**src/rtl/sprite_pkg.sv**
```systemverilog
// Shared orientation codes, fetcher FSM encoding and the default 8x8 sprite table.
// Read by sprite_bitmap_rom and sprite_line_fetcher.
package sprite_pkg;

  localparam logic [1:0] ORIENT_UP    = 2'd0;
  localparam logic [1:0] ORIENT_RIGHT = 2'd1;
  localparam logic [1:0] ORIENT_DOWN  = 2'd2;
  localparam logic [1:0] ORIENT_LEFT  = 2'd3;

  typedef enum logic [1:0] {
    StIdle,
    StGather,
    StHold
  } fetch_state_e;

  localparam int unsigned SPRITE_COUNT = 9;

  // Row 0 is the most significant byte; pixels are active-low (0 = on).
  localparam logic [63:0] SPRITE_TABLE [SPRITE_COUNT] = '{
    64'h9900_0000_81C3_E7E7,  // 0 heart
    64'hEFEF_EFEF_EFEF_C7EF,  // 1 sword
    64'hE7C3_E781_A5E7_DBDB,  // 2 gnome idle a
    64'hE7C3_E781_A5E7_DBBD,  // 3 gnome idle b
    64'h7E3C_1800_81C3_E7FF,  // 4 dragon wing up
    64'hFFE7_C381_0018_3C7E,  // 5 dragon wing down
    64'hF1E0_C080_0307_0F9F,  // 6 dragon head
    64'hFF81_0000_0081_DBDB,  // 7 sheep idle a
    64'hFF81_0000_0081_BDBD   // 8 sheep idle b
  };

endpackage

```
**src/rtl/sprite_bitmap_rom.sv**
```systemverilog
// Combinational sprite row lookup; the only part tied to the sprite edge length.
// IDs without a table entry, and unsupported widths, read all ones (transparent).
module sprite_bitmap_rom
  import sprite_pkg::*;
#(
  parameter int unsigned SPRITE_W = 8,
  parameter int unsigned ID_W     = 4,
  parameter int unsigned LINE_W   = 3
) (
  input  logic [ID_W-1:0]     sprite_id,
  input  logic [LINE_W-1:0]   row,
  output logic [SPRITE_W-1:0] row_data
);

  if (SPRITE_W == 8) begin : g_w8
    always_comb begin
      row_data = '1;
      for (int s = 0; s < int'(SPRITE_COUNT); s++) begin
        if (int'(sprite_id) == s) begin
          row_data = SPRITE_TABLE[s][8 * (7 - int'(row)) +: 8];
        end
      end
    end
  end else begin : g_blank
    assign row_data = '1;
  end

endmodule

```
**src/rtl/sprite_line_fetcher.sv**
```systemverilog
// Handshaked sprite line fetcher: UP/DOWN in one cycle, RIGHT/LEFT by a W-cycle column gather.
// Define SPRITE_ROT_CACHE_EN to add a transposed buffer that makes repeat rotated fetches 1-cycle.
module sprite_line_fetcher
  import sprite_pkg::*;
#(
  parameter int unsigned SPRITE_W    = 8,
  parameter int unsigned NUM_SPRITES = 16,
  parameter int unsigned ID_W        = $clog2(NUM_SPRITES),
  parameter int unsigned LINE_W      = $clog2(SPRITE_W)
) (
  input  logic                clk,
  input  logic                reset,
  input  logic                req_valid,
  output logic                req_ready,
  input  logic [ID_W-1:0]     req_sprite_id,
  input  logic [1:0]          req_orient,
  input  logic                req_mirror,
  input  logic [LINE_W-1:0]   req_line,
  output logic                resp_valid,
  input  logic                resp_ready,
  output logic [SPRITE_W-1:0] resp_data,
  output logic                busy
);

  localparam logic [LINE_W-1:0] LineMax = LINE_W'(SPRITE_W - 1);

  function automatic logic [SPRITE_W-1:0] bit_rev(input logic [SPRITE_W-1:0] x);
    logic [SPRITE_W-1:0] r;
    for (int b = 0; b < int'(SPRITE_W); b++) r[b] = x[int'(SPRITE_W) - 1 - b];
    return r;
  endfunction

  fetch_state_e        state_q, state_d;
  logic [SPRITE_W-1:0] resp_data_q, resp_data_d;
  logic [LINE_W-1:0]   k_q, k_d;
  logic [ID_W-1:0]     lat_id_q;
  logic [1:0]          lat_orient_q;
  logic                lat_mirror_q;
  logic [LINE_W-1:0]   lat_line_q;

  logic                accept, id_in_range, req_rotated, cache_hit, fast_path, gather_done;
  logic [ID_W-1:0]     rom_id;
  logic [LINE_W-1:0]   rom_row, req_rom_row, gather_row, gather_pos;
  logic [SPRITE_W-1:0] rom_data, cache_line, oriented_line, fast_line;

  assign accept      = req_valid && req_ready;
  assign id_in_range = 32'(req_sprite_id) < SPRITE_COUNT;
  assign gather_done = (k_q == LineMax);
  // Out-of-range IDs are all ones in any orientation, so they never need a gather.
  assign fast_path   = !id_in_range || !req_rotated || cache_hit;
  assign gather_row  = (lat_orient_q == ORIENT_LEFT) ? LineMax - k_q : k_q;
  assign gather_pos  = lat_mirror_q ? LineMax - k_q : k_q;

  always_comb begin
    req_rom_row = req_line;
    req_rotated = 1'b0;
    case (req_orient)
      ORIENT_UP:                 req_rom_row = req_line;
      ORIENT_DOWN:               req_rom_row = LineMax - req_line;
      ORIENT_RIGHT, ORIENT_LEFT: req_rotated = 1'b1;
      default:                   req_rotated = 1'b0;
    endcase
  end

  always_comb begin
    if (state_q == StGather) begin
      rom_id  = lat_id_q;
      rom_row = gather_row;
    end else begin
      rom_id  = req_sprite_id;
      rom_row = req_rom_row;
    end
  end

  sprite_bitmap_rom #(
    .SPRITE_W (SPRITE_W),
    .ID_W     (ID_W),
    .LINE_W   (LINE_W)
  ) u_rom (
    .sprite_id (rom_id),
    .row       (rom_row),
    .row_data  (rom_data)
  );

`ifdef SPRITE_ROT_CACHE_EN
  // tc_q[i] is line i of the RIGHT view; LEFT is its bit reverse.
  logic [SPRITE_W-1:0][SPRITE_W-1:0] tc_q;
  logic [ID_W-1:0]                   tag_q;
  logic                              tc_valid_q;

  assign cache_hit  = tc_valid_q && (tag_q == req_sprite_id);
  assign cache_line = (req_orient == ORIENT_LEFT) ? bit_rev(tc_q[req_line]) : tc_q[req_line];

  always_ff @(posedge clk) begin
    if (!reset) begin
      tc_valid_q <= 1'b0;
    end else if (accept && !fast_path) begin
      tc_valid_q <= 1'b0;
    end else if (state_q == StGather && gather_done) begin
      tc_valid_q <= 1'b1;
    end
  end

  always_ff @(posedge clk) begin
    if (accept && !fast_path) tag_q <= req_sprite_id;
    if (state_q == StGather) begin
      for (int i = 0; i < int'(SPRITE_W); i++) begin
        tc_q[i][gather_row] <= rom_data[int'(SPRITE_W) - 1 - i];
      end
    end
  end
`else
  assign cache_hit  = 1'b0;
  assign cache_line = '1;
`endif

  always_comb begin
    if (!id_in_range)     oriented_line = '1;
    else if (req_rotated) oriented_line = cache_line;
    else                  oriented_line = rom_data;
    fast_line = req_mirror ? bit_rev(oriented_line) : oriented_line;
  end

  always_comb begin
    resp_data_d = resp_data_q;
    k_d         = k_q;
    if (state_q == StGather) begin
      resp_data_d[gather_pos] = rom_data[LineMax - lat_line_q];
      k_d                     = k_q + 1'b1;
    end
    if (accept) begin
      k_d = '0;
      if (fast_path) resp_data_d = fast_line;
    end
  end

  always_ff @(posedge clk) begin
    if (!reset) begin
      resp_data_q  <= '1;
      k_q          <= '0;
      lat_id_q     <= '0;
      lat_orient_q <= ORIENT_UP;
      lat_mirror_q <= 1'b0;
      lat_line_q   <= '0;
    end else begin
      resp_data_q <= resp_data_d;
      k_q         <= k_d;
      if (accept) begin
        lat_id_q     <= req_sprite_id;
        lat_orient_q <= req_orient;
        lat_mirror_q <= req_mirror;
        lat_line_q   <= req_line;
      end
    end
  end

  always_ff @(posedge clk) begin
    if (!reset) state_q <= StIdle;
    else        state_q <= state_d;
  end

  always_comb begin
    state_d = state_q;
    unique case (state_q)
      StIdle: begin
        if (accept) state_d = fast_path ? StHold : StGather;
      end
      StHold: begin
        if (accept)          state_d = fast_path ? StHold : StGather;
        else if (resp_ready) state_d = StIdle;
      end
      StGather: begin
        if (gather_done) state_d = StHold;
      end
      default: state_d = StIdle;
    endcase
  end

  always_comb begin
    req_ready  = 1'b0;
    resp_valid = 1'b0;
    busy       = 1'b0;
    unique case (state_q)
      StIdle: req_ready = reset;
      StHold: begin
        resp_valid = reset;
        req_ready  = reset && resp_ready;
      end
      StGather: busy = 1'b1;
      default: ;
    endcase
  end

  assign resp_data = resp_data_q;

endmodule

```
**config.mk**
```make
export PLATFORM = sky130hd
export DESIGN_NAME = sprite_line_fetcher
export DESIGN_NICKNAME = d
export VERILOG_FILES = /design/src/rtl/sprite_pkg.sv /design/src/rtl/sprite_bitmap_rom.sv /design/src/rtl/sprite_line_fetcher.sv
export SDC_FILE = /design/constraint.sdc
export NUM_CORES = 1
export LEC_CHECK = 0
export ABC_AREA = 1
export BUFFER_PORTS_ARGS = -buffer_cell sky130_fd_sc_hd__buf_4
export CAP_MARGIN = 20
export CORE_MARGIN = 1
export CORE_UTILIZATION = 60
export CTS_CLUSTER_SIZE = 10
export DETAILED_ROUTE_END_ITERATION = 12
export PLACE_DENSITY = 0.81
export SYNTH_ARGS = -nofsm -noshare
export SYNTH_HDL_FRONTEND = slang
export SYNTH_SLANG_ARGS = --single-unit
```
**constraint.sdc**
```tcl
create_clock -name clk -period 7 [get_ports clk]
set_input_delay 1.75 -clock clk [delete_from_list [all_inputs] [get_ports clk]]
set_output_delay 1.75 -clock clk [all_outputs]
set_load 0.1 [all_outputs]
```
# Word level (Yosys, flattened, before mapping)
# Cells that the tools add are included.
dict set report classes {
  n_lt_le_gt_ge 4
  mux 35
  eq_ne 18
  n_reduce_logical 11
  bitwise 1
  shifts 9
  n_addsub 5
}
# operator n
set op_table {}
lappend op_table {{variable part select 64 x 7 -> 8 bit (first input constant)} 9}
lappend op_table {{two-way mux 8 bit} 15}
lappend op_table {{equality test 4 bit (second input constant)} 5}
lappend op_table {{two-way mux 3 bit} 4}
lappend op_table {{two-way mux 2 bit} 5}
lappend op_table {{subtractor 3 bit (first input constant)} 3}
lappend op_table {{bitwise mux 8 bit} 1}
lappend op_table {{equality test 2 bit (second input constant)} 4}
lappend op_table {{equality test 4 x 3 -> 1 bit (second input constant)} 2}
lappend op_table {{< comparator 3 x 4 -> 1 bit (second input constant)} 2}
lappend op_table {{case mux 2 bit (3 select lines)} 1}
lappend op_table {{two-way mux 1 bit} 5}
lappend op_table {{equality test 2 x 1 -> 1 bit (second input constant)} 2}
lappend op_table {{equality test 4 x 2 -> 1 bit (second input constant)} 1}
lappend op_table {{zero test 4 bit} 1}
lappend op_table {{< comparator 4 bit (second input constant)} 1}
lappend op_table {{two-way mux 4 bit} 1}
lappend op_table {{inequality test 2 bit (second input constant)} 2}
lappend op_table {{OR reduction 2 bit} 2}
lappend op_table {{subtractor 3 x 3 -> 4 bit (first input constant)} 1}
lappend op_table {{adder 3 x 1 -> 3 bit (second input constant)} 1}
lappend op_table {{binary-select mux 1 bit (select 3 bit)} 1}
lappend op_table {{demux 1 bit (select 3 bit)} 1}
lappend op_table {{equality test 3 bit (second input constant)} 1}
lappend op_table {{9 further kinds} 12}
dict set report word_totals {
  input_bits 14
  wordCells 90
  out_inout_bits 11
  ff_bits 23
}

# Longest topological paths before layout
dict set report logic_depth {
  depth_word 20
  ltp_mapped 28
  mapped_depth_nobuf 27
}

# Hierarchy
# Synthesis repeated with hierarchy kept, for this count alone.
dict set report unflattened {
  cells_unflattened 364
  area_unflattened_um2 2202.1
}
# module seq_area_each_um2 area_per_inst_um2 instances cells_per_inst
set modules_own_cells {}
lappend modules_own_cells {sprite_line_fetcher 460.4 1532.7 1 234}
lappend modules_own_cells {sprite_bitmap_rom 0.0 669.4 1 130}

# Worst setup path after synthesis
# OpenSTA, ideal clock, no wires.
dict set report synth_path {
  path_type {input-to-output}
  from {input reset}
  to {output resp_valid}
  cell_stages 4
  t_required_ps 5250
  slack_ps 1976
  t_arrival_ps 3274
  path_cell_list {inv_1 nor2_1 inv_1 nor2_1}
}
dict set report synth_between {
  elab_chain_cells 1
}
# element line_no
set synth_lines {}
lappend synth_lines {{start: declaration} sprite_line_fetcher.sv:12} ;# input logic reset,
lappend synth_lines {{two-way mux 1 bit} sprite_line_fetcher.sv:183} ;# unique case (state_q)
lappend synth_lines {{end: declaration} sprite_line_fetcher.sv:19} ;# output logic resp_valid,
# Every way passes these cells.

# Worst setup path in the final report
dict set report layout_path {
  from {input reset}
  to {output req_ready}
}
dict set report layout_between {
  elab_chain_cells 2
}
# element line_no
set layout_lines {}
lappend layout_lines {{logical AND 1 bit} sprite_line_fetcher.sv:187} ;# req_ready = reset && resp_ready;
lappend layout_lines {{case mux 1 bit (2 select lines) (*)} sprite_line_fetcher.sv:183}
lappend layout_lines {{end: declaration} sprite_line_fetcher.sv:14} ;# output logic req_ready,
# Every way passes the cells marked *; elsewhere a longest branch is shown, timed or not.

==> flow_summary.html <==
<table>
<tr><th>Metric</th><th>Value</th></tr>
<tr><th colspan="2">Run status</th></tr>
<tr><td>Run status</td><td>complete, no violations</td></tr>
<tr><th colspan="2">Worst setup path</th></tr>
<tr><td>Crit path DAT</td><td>2.89 ns</td></tr>
<tr><td>Cell chain of the critical path</td><td>buf_4, inv_1, nor2_1, inv_1, nor2_2, buf_4</td></tr>
<tr><td>Worst reg2reg startpoint</td><td>state_q[0]$_SDFFE_PN0P_</td></tr>
<tr><td>Maximum single-stage delay on the critical path</td><td>0.35 ns</td></tr>
<tr><td>Required time at the endpoint of the critical path</td><td>5.25 ns</td></tr>
<tr><td>Kind of start point of the critical path</td><td>primary input</td></tr>
<tr><td>Sort of element at the end of the critical path</td><td>output pin</td></tr>
<tr><td>Crit-path leading delay family</td><td>buffers and inverters</td></tr>
<tr><td>Start-to-end type of the worst setup path</td><td>in2out</td></tr>
<tr><td>Worst Path Buf+Inv</td><td>4</td></tr>
<tr><td>Slowest stage cell on the critical path</td><td>buf_4</td></tr>
<tr><td>Biggest fanout along the worst timing path</td><td>15</td></tr>
<tr><td>Critical path startpoint</td><td>reset</td></tr>
<tr><th colspan="2">Route</th></tr>
<tr><td>Via density per instance</td><td>5.21</td></tr>
<tr><td>Antenna Violating Nets Remaining</td><td>0</td></tr>
<tr><td>Count of TritonRoute iterations in the first routing pass</td><td>5</td></tr>
<tr><td>Total vias in the final route</td><td>2473</td></tr>
<tr><td>Routed wire length</td><td>5.48 mm</td></tr>
<tr><td>DRC errors left</td><td>0</td></tr>
<tr><td>Average detailed-routed wire length per instance</td><td>11.5 um</td></tr>
<tr><td>Number of design-rule violations left by the first detailed-router iteration</td><td>247</td></tr>
<tr><th colspan="2">Layout</th></tr>
<tr><td>Antenna diode count</td><td>0</td></tr>
<tr><td>Share of layout cells above drive strength 1</td><td>16.4%</td></tr>
<tr><td>Most common library cell in the layout ignoring fill and taps</td><td>nand2_1</td></tr>
<tr><td>Post-synthesis to final-layout area growth</td><td>9.95%</td></tr>
<tr><td>Number of nets at the end of the flow</td><td>449</td></tr>
<tr><td>Commonest non-fill, non-tap cells in the layout</td><td>nand2_1 (140), inv_1 (50), nor2_1 (45), nand3_1 (42)</td></tr>
<tr><th colspan="2">Power</th></tr>
<tr><td>Ratio of total power to cell area</td><td>170 mW/mm2</td></tr>
<tr><td>Max rail drop VDD</td><td>183 uV</td></tr>
<tr><td>Sum of internal, switching and leakage power</td><td>0.000432 W</td></tr>
<tr><td>Leak pwr</td><td>1.28 nW</td></tr>
<tr><th colspan="2">Synth</th></tr>
<tr><td>Distinct cell type count of the synthesized netlist</td><td>35</td></tr>
<tr><td>Post-Syn Nets</td><td>427</td></tr>
<tr><td>Synthesized-area fraction occupied by adder cells</td><td>3.79%</td></tr>
<tr><td>Post-synthesis share of cell area spent on and, or, nand and nor gates</td><td>51.1%</td></tr>
<tr><td>Multiplexer area fraction after synthesis</td><td>0%</td></tr>
<tr><td>Area fraction in compound gates after synthesis</td><td>12.0%</td></tr>
<tr><td>Sequential cell area fraction in the yosys report</td><td>19.9%</td></tr>
<tr><td>Xor and xnor fraction of the mapped netlist area</td><td>1.14%</td></tr>
<tr><td>Register bit count reported by yosys</td><td>23</td></tr>
<tr><td>Dominant combinational cell family by area after synthesis</td><td>simple AND/OR/NAND/NOR gates</td></tr>
<tr><td>Post-Syn Instances</td><td>406</td></tr>
<tr><td>Post-synthesis area per instance</td><td>5.70 um2</td></tr>
<tr><td>Post-synth design cell area</td><td>0.00231 mm2</td></tr>
<tr><td>Yosys warning count</td><td>0</td></tr>
<tr><th colspan="2">Global route</th></tr>
<tr><td>Total global routing track utilization</td><td>29.3%</td></tr>
<tr><td>Largest net degree at the start of global routing</td><td>18</td></tr>
<tr><td>Total global routing overflow</td><td>0</td></tr>
<tr><td>First-pass GRT wire length</td><td>9.69 mm</td></tr>
<tr><td>Number of antenna violations at the first check in global routing</td><td>0</td></tr>
<tr><td>Via count of the first global-routing pass</td><td>2275</td></tr>
<tr><th colspan="2">Hold path</th></tr>
<tr><td>Type of the tightest min-delay check</td><td>reg2reg</td></tr>
<tr><td>Source of the worst hold timing path</td><td>lat_id_q[2]$_SDFFE_PN0P_</td></tr>
<tr><th colspan="2">Clock network</th></tr>
<tr><td>Cts repair resizes</td><td>0</td></tr>
<tr><td>CTS Buf Count</td><td>3</td></tr>
<tr><td>Hold Buf Count CTS</td><td>0</td></tr>
<tr><td>Clock network latency to the later pin of the worst-skew pair</td><td>0.27 ns</td></tr>
<tr><td>Number of buffers on the longest clock path</td><td>2</td></tr>
<tr><td>CTS tree</td><td>yes</td></tr>
<tr><td>Post-CTS Setup Repair Bufs</td><td>0</td></tr>
<tr><td>Number of levels the H-tree was split into</td><td>1</td></tr>
<tr><td>Clock-pin slew of the registers on the worst-case setup and hold paths</td><td>0.09 ns</td></tr>
<tr><td># clock sinks</td><td>23</td></tr>
<tr><td>Library cell used as clock root buffer</td><td>clkbuf_8</td></tr>
<tr><th colspan="2">Placement</th></tr>
<tr><td>Worst slack at placement</td><td>2.37 ns</td></tr>
<tr><td>Weighted congestion reported at the end of routability-driven placement</td><td>0.962</td></tr>
<tr><td>Post-DP HPWL</td><td>4.36 mm</td></tr>
<tr><td>Count of port buffers added during placement</td><td>24</td></tr>
<tr><th colspan="2">Floorplan</th></tr>
<tr><td>Die H</td><td>64.1 um</td></tr>
<tr><td>Die ar.</td><td>0.00411 mm2</td></tr>
<tr><td>Site row count</td><td>22</td></tr>
<tr><td>Effective utilization at floorplan</td><td>62.7%</td></tr>
<tr><td>Die X</td><td>64.1 um</td></tr>
<tr><td>Placeable core area</td><td>0.00369 mm2</td></tr>
<tr><td>IO Count</td><td>25</td></tr>
<tr><th colspan="2">STA</th></tr>
<tr><td>Worst Setup Slack, final</td><td>2.36 ns</td></tr>
<tr><td>Post-route minimum period</td><td>4.64 ns</td></tr>
<tr><td>Final worst path period share</td><td>66.3%</td></tr>
<tr><td>Number of failing setup endpoints in the final timing report</td><td>0</td></tr>
<tr><td>Setup clock skew after layout</td><td>0.00428 ns</td></tr>
<tr><td>Fin. max-slew vios</td><td>0</td></tr>
<tr><td>Number of hold-slack violations in the final timing report</td><td>0</td></tr>
<tr><td>Max Clk Rate</td><td>215 MHz</td></tr>
<tr><td>Setup Total Neg Slack</td><td>0 ns</td></tr>
<tr><td>Unrepaired setup endpoints after global routing</td><td>no</td></tr>
<tr><td>Actual transition at the worst max-transition pin</td><td>1.07 ns</td></tr>
<tr><td>Max-slew headroom at the worst pin</td><td>28.4%</td></tr>
<tr><th colspan="2">Run</th></tr>
<tr><td>Max-cap check violation count</td><td>0</td></tr>
</table>
-- final timing paths --
path / to / slack [ns] / depth (start not counted)
max reg2reg: resp_data[5]$_SDFF_PN1_ / 4.28 / 8
min: lat_id_q[2]$_SDFFE_PN0P_ / 0.46 / 2
max: req_ready / 2.36 / 6
min reg2reg: lat_id_q[2]$_SDFFE_PN0P_ / 0.46 / 2
-- per-layer routing --
metal	routed length [um]	GRT usage, %	up-vias
met4	55	3.89	0
met5	0	0	-
met1	2550	40.3	1083
li1	-	-	1315
met2	2590	49.2	69
met3	291	4.64	6
-- worst min-delay path: stages, from the launching register on --
cell     delay (ns)
dfxtp_1        0.31
inv_1          0.06
a21oi_1        0.06
-- final cells by class --
type	count	area, um2
Inverter	58	221
Multi-Input combinational cell	318	1570
Clock inverter	1	7.51
Fill cell	352	1140
Clock buffer	3	41.3
Timing Repair Buffer	24	180
Tap cell	48	60.1
Sequential cell	23	460
-- flip-flops by register name, indices dropped and copies added, names as in the netlist --
name          cells
resp_data         8
lat_orient_q      2
lat_mirror_q      1
lat_line_q        3
state_q           2
lat_id_q          4
k_q               3
-- cell families (layout without fill, tap and decap cells) --
| logic type | after synthesis | count (layout) |
|---|---|---|
| and+or+nand+nor | 261 | 261 |
| DFF | 23 | 23 |
| xor gates and xnor gates | 3 | 3 |
| AOI/OAI and AO/OA | 47 | 47 |
| buffers and inverters | 65 | 86 |
| adders and majority gates | 7 | 7 |
-- Yosys cell counts --
master | instances | area share, %
a21oi_1 | 24 | 5.2
a21oi_2 | 2 | 0.76
a31oi_1 | 1 | 0.27
buf_12 | 1 | 0.87
buf_2 | 1 | 0.22
buf_6 | 2 | 0.97
clkbuf_1 | 3 | 0.49
clkinv_1 | 1 | 0.16
clkinv_2 | 1 | 0.22
dfxtp_1 | 23 | 20
ha_1 | 7 | 3.8
inv_1 | 50 | 8.1
inv_2 | 5 | 0.81
inv_4 | 1 | 0.27
nand2_1 | 140 | 23
nand2_2 | 14 | 3.8
nand2_4 | 3 | 1.5
nand3_1 | 42 | 9.1
nand3_2 | 1 | 0.43
nand3_4 | 2 | 1.5
nand4_1 | 2 | 0.54
nor2_1 | 45 | 7.3
nor2_2 | 6 | 1.6
nor2_4 | 3 | 1.5
nor3_1 | 1 | 0.22
nor3_4 | 1 | 0.70
o211ai_1 | 6 | 1.9
o211ai_2 | 1 | 0.54
o21ai_0 | 8 | 1.7
o21ai_1 | 2 | 0.43
o21ai_2 | 1 | 0.38
o21bai_1 | 1 | 0.32
o32ai_1 | 1 | 0.38
or2_2 | 1 | 0.27
xnor2_1 | 3 | 1.1
-- stage by stage --
step                std cells  hold WS (ns)  util [%]  cell area [um2]
floorplan                 406         0.428         -             2310
global placement          471         0.439      67.6             2490
detailed placement        471         0.451      67.6             2490
CTS                       475         0.466      69.0             2540
global route              475         0.479      69.0             2540
finish                    475         0.463      69.0             2540
-- report_power, final --
| part | switching [W] | total (W) | internal [W] | leakage (nW) |
|---|---|---|---|---|
| logic | 0.000143 | 0.000200 | 0.0000573 | 1.07 |
| registers | 0.00000566 | 0.000144 | 0.000139 | 0.188 |
| clock network | 0.0000475 | 0.0000879 | 0.0000403 | 0.0217 |
| total | 0.000196 | 0.000432 | 0.000236 | 1.28 |
Power figures use the tool's default switching activity.
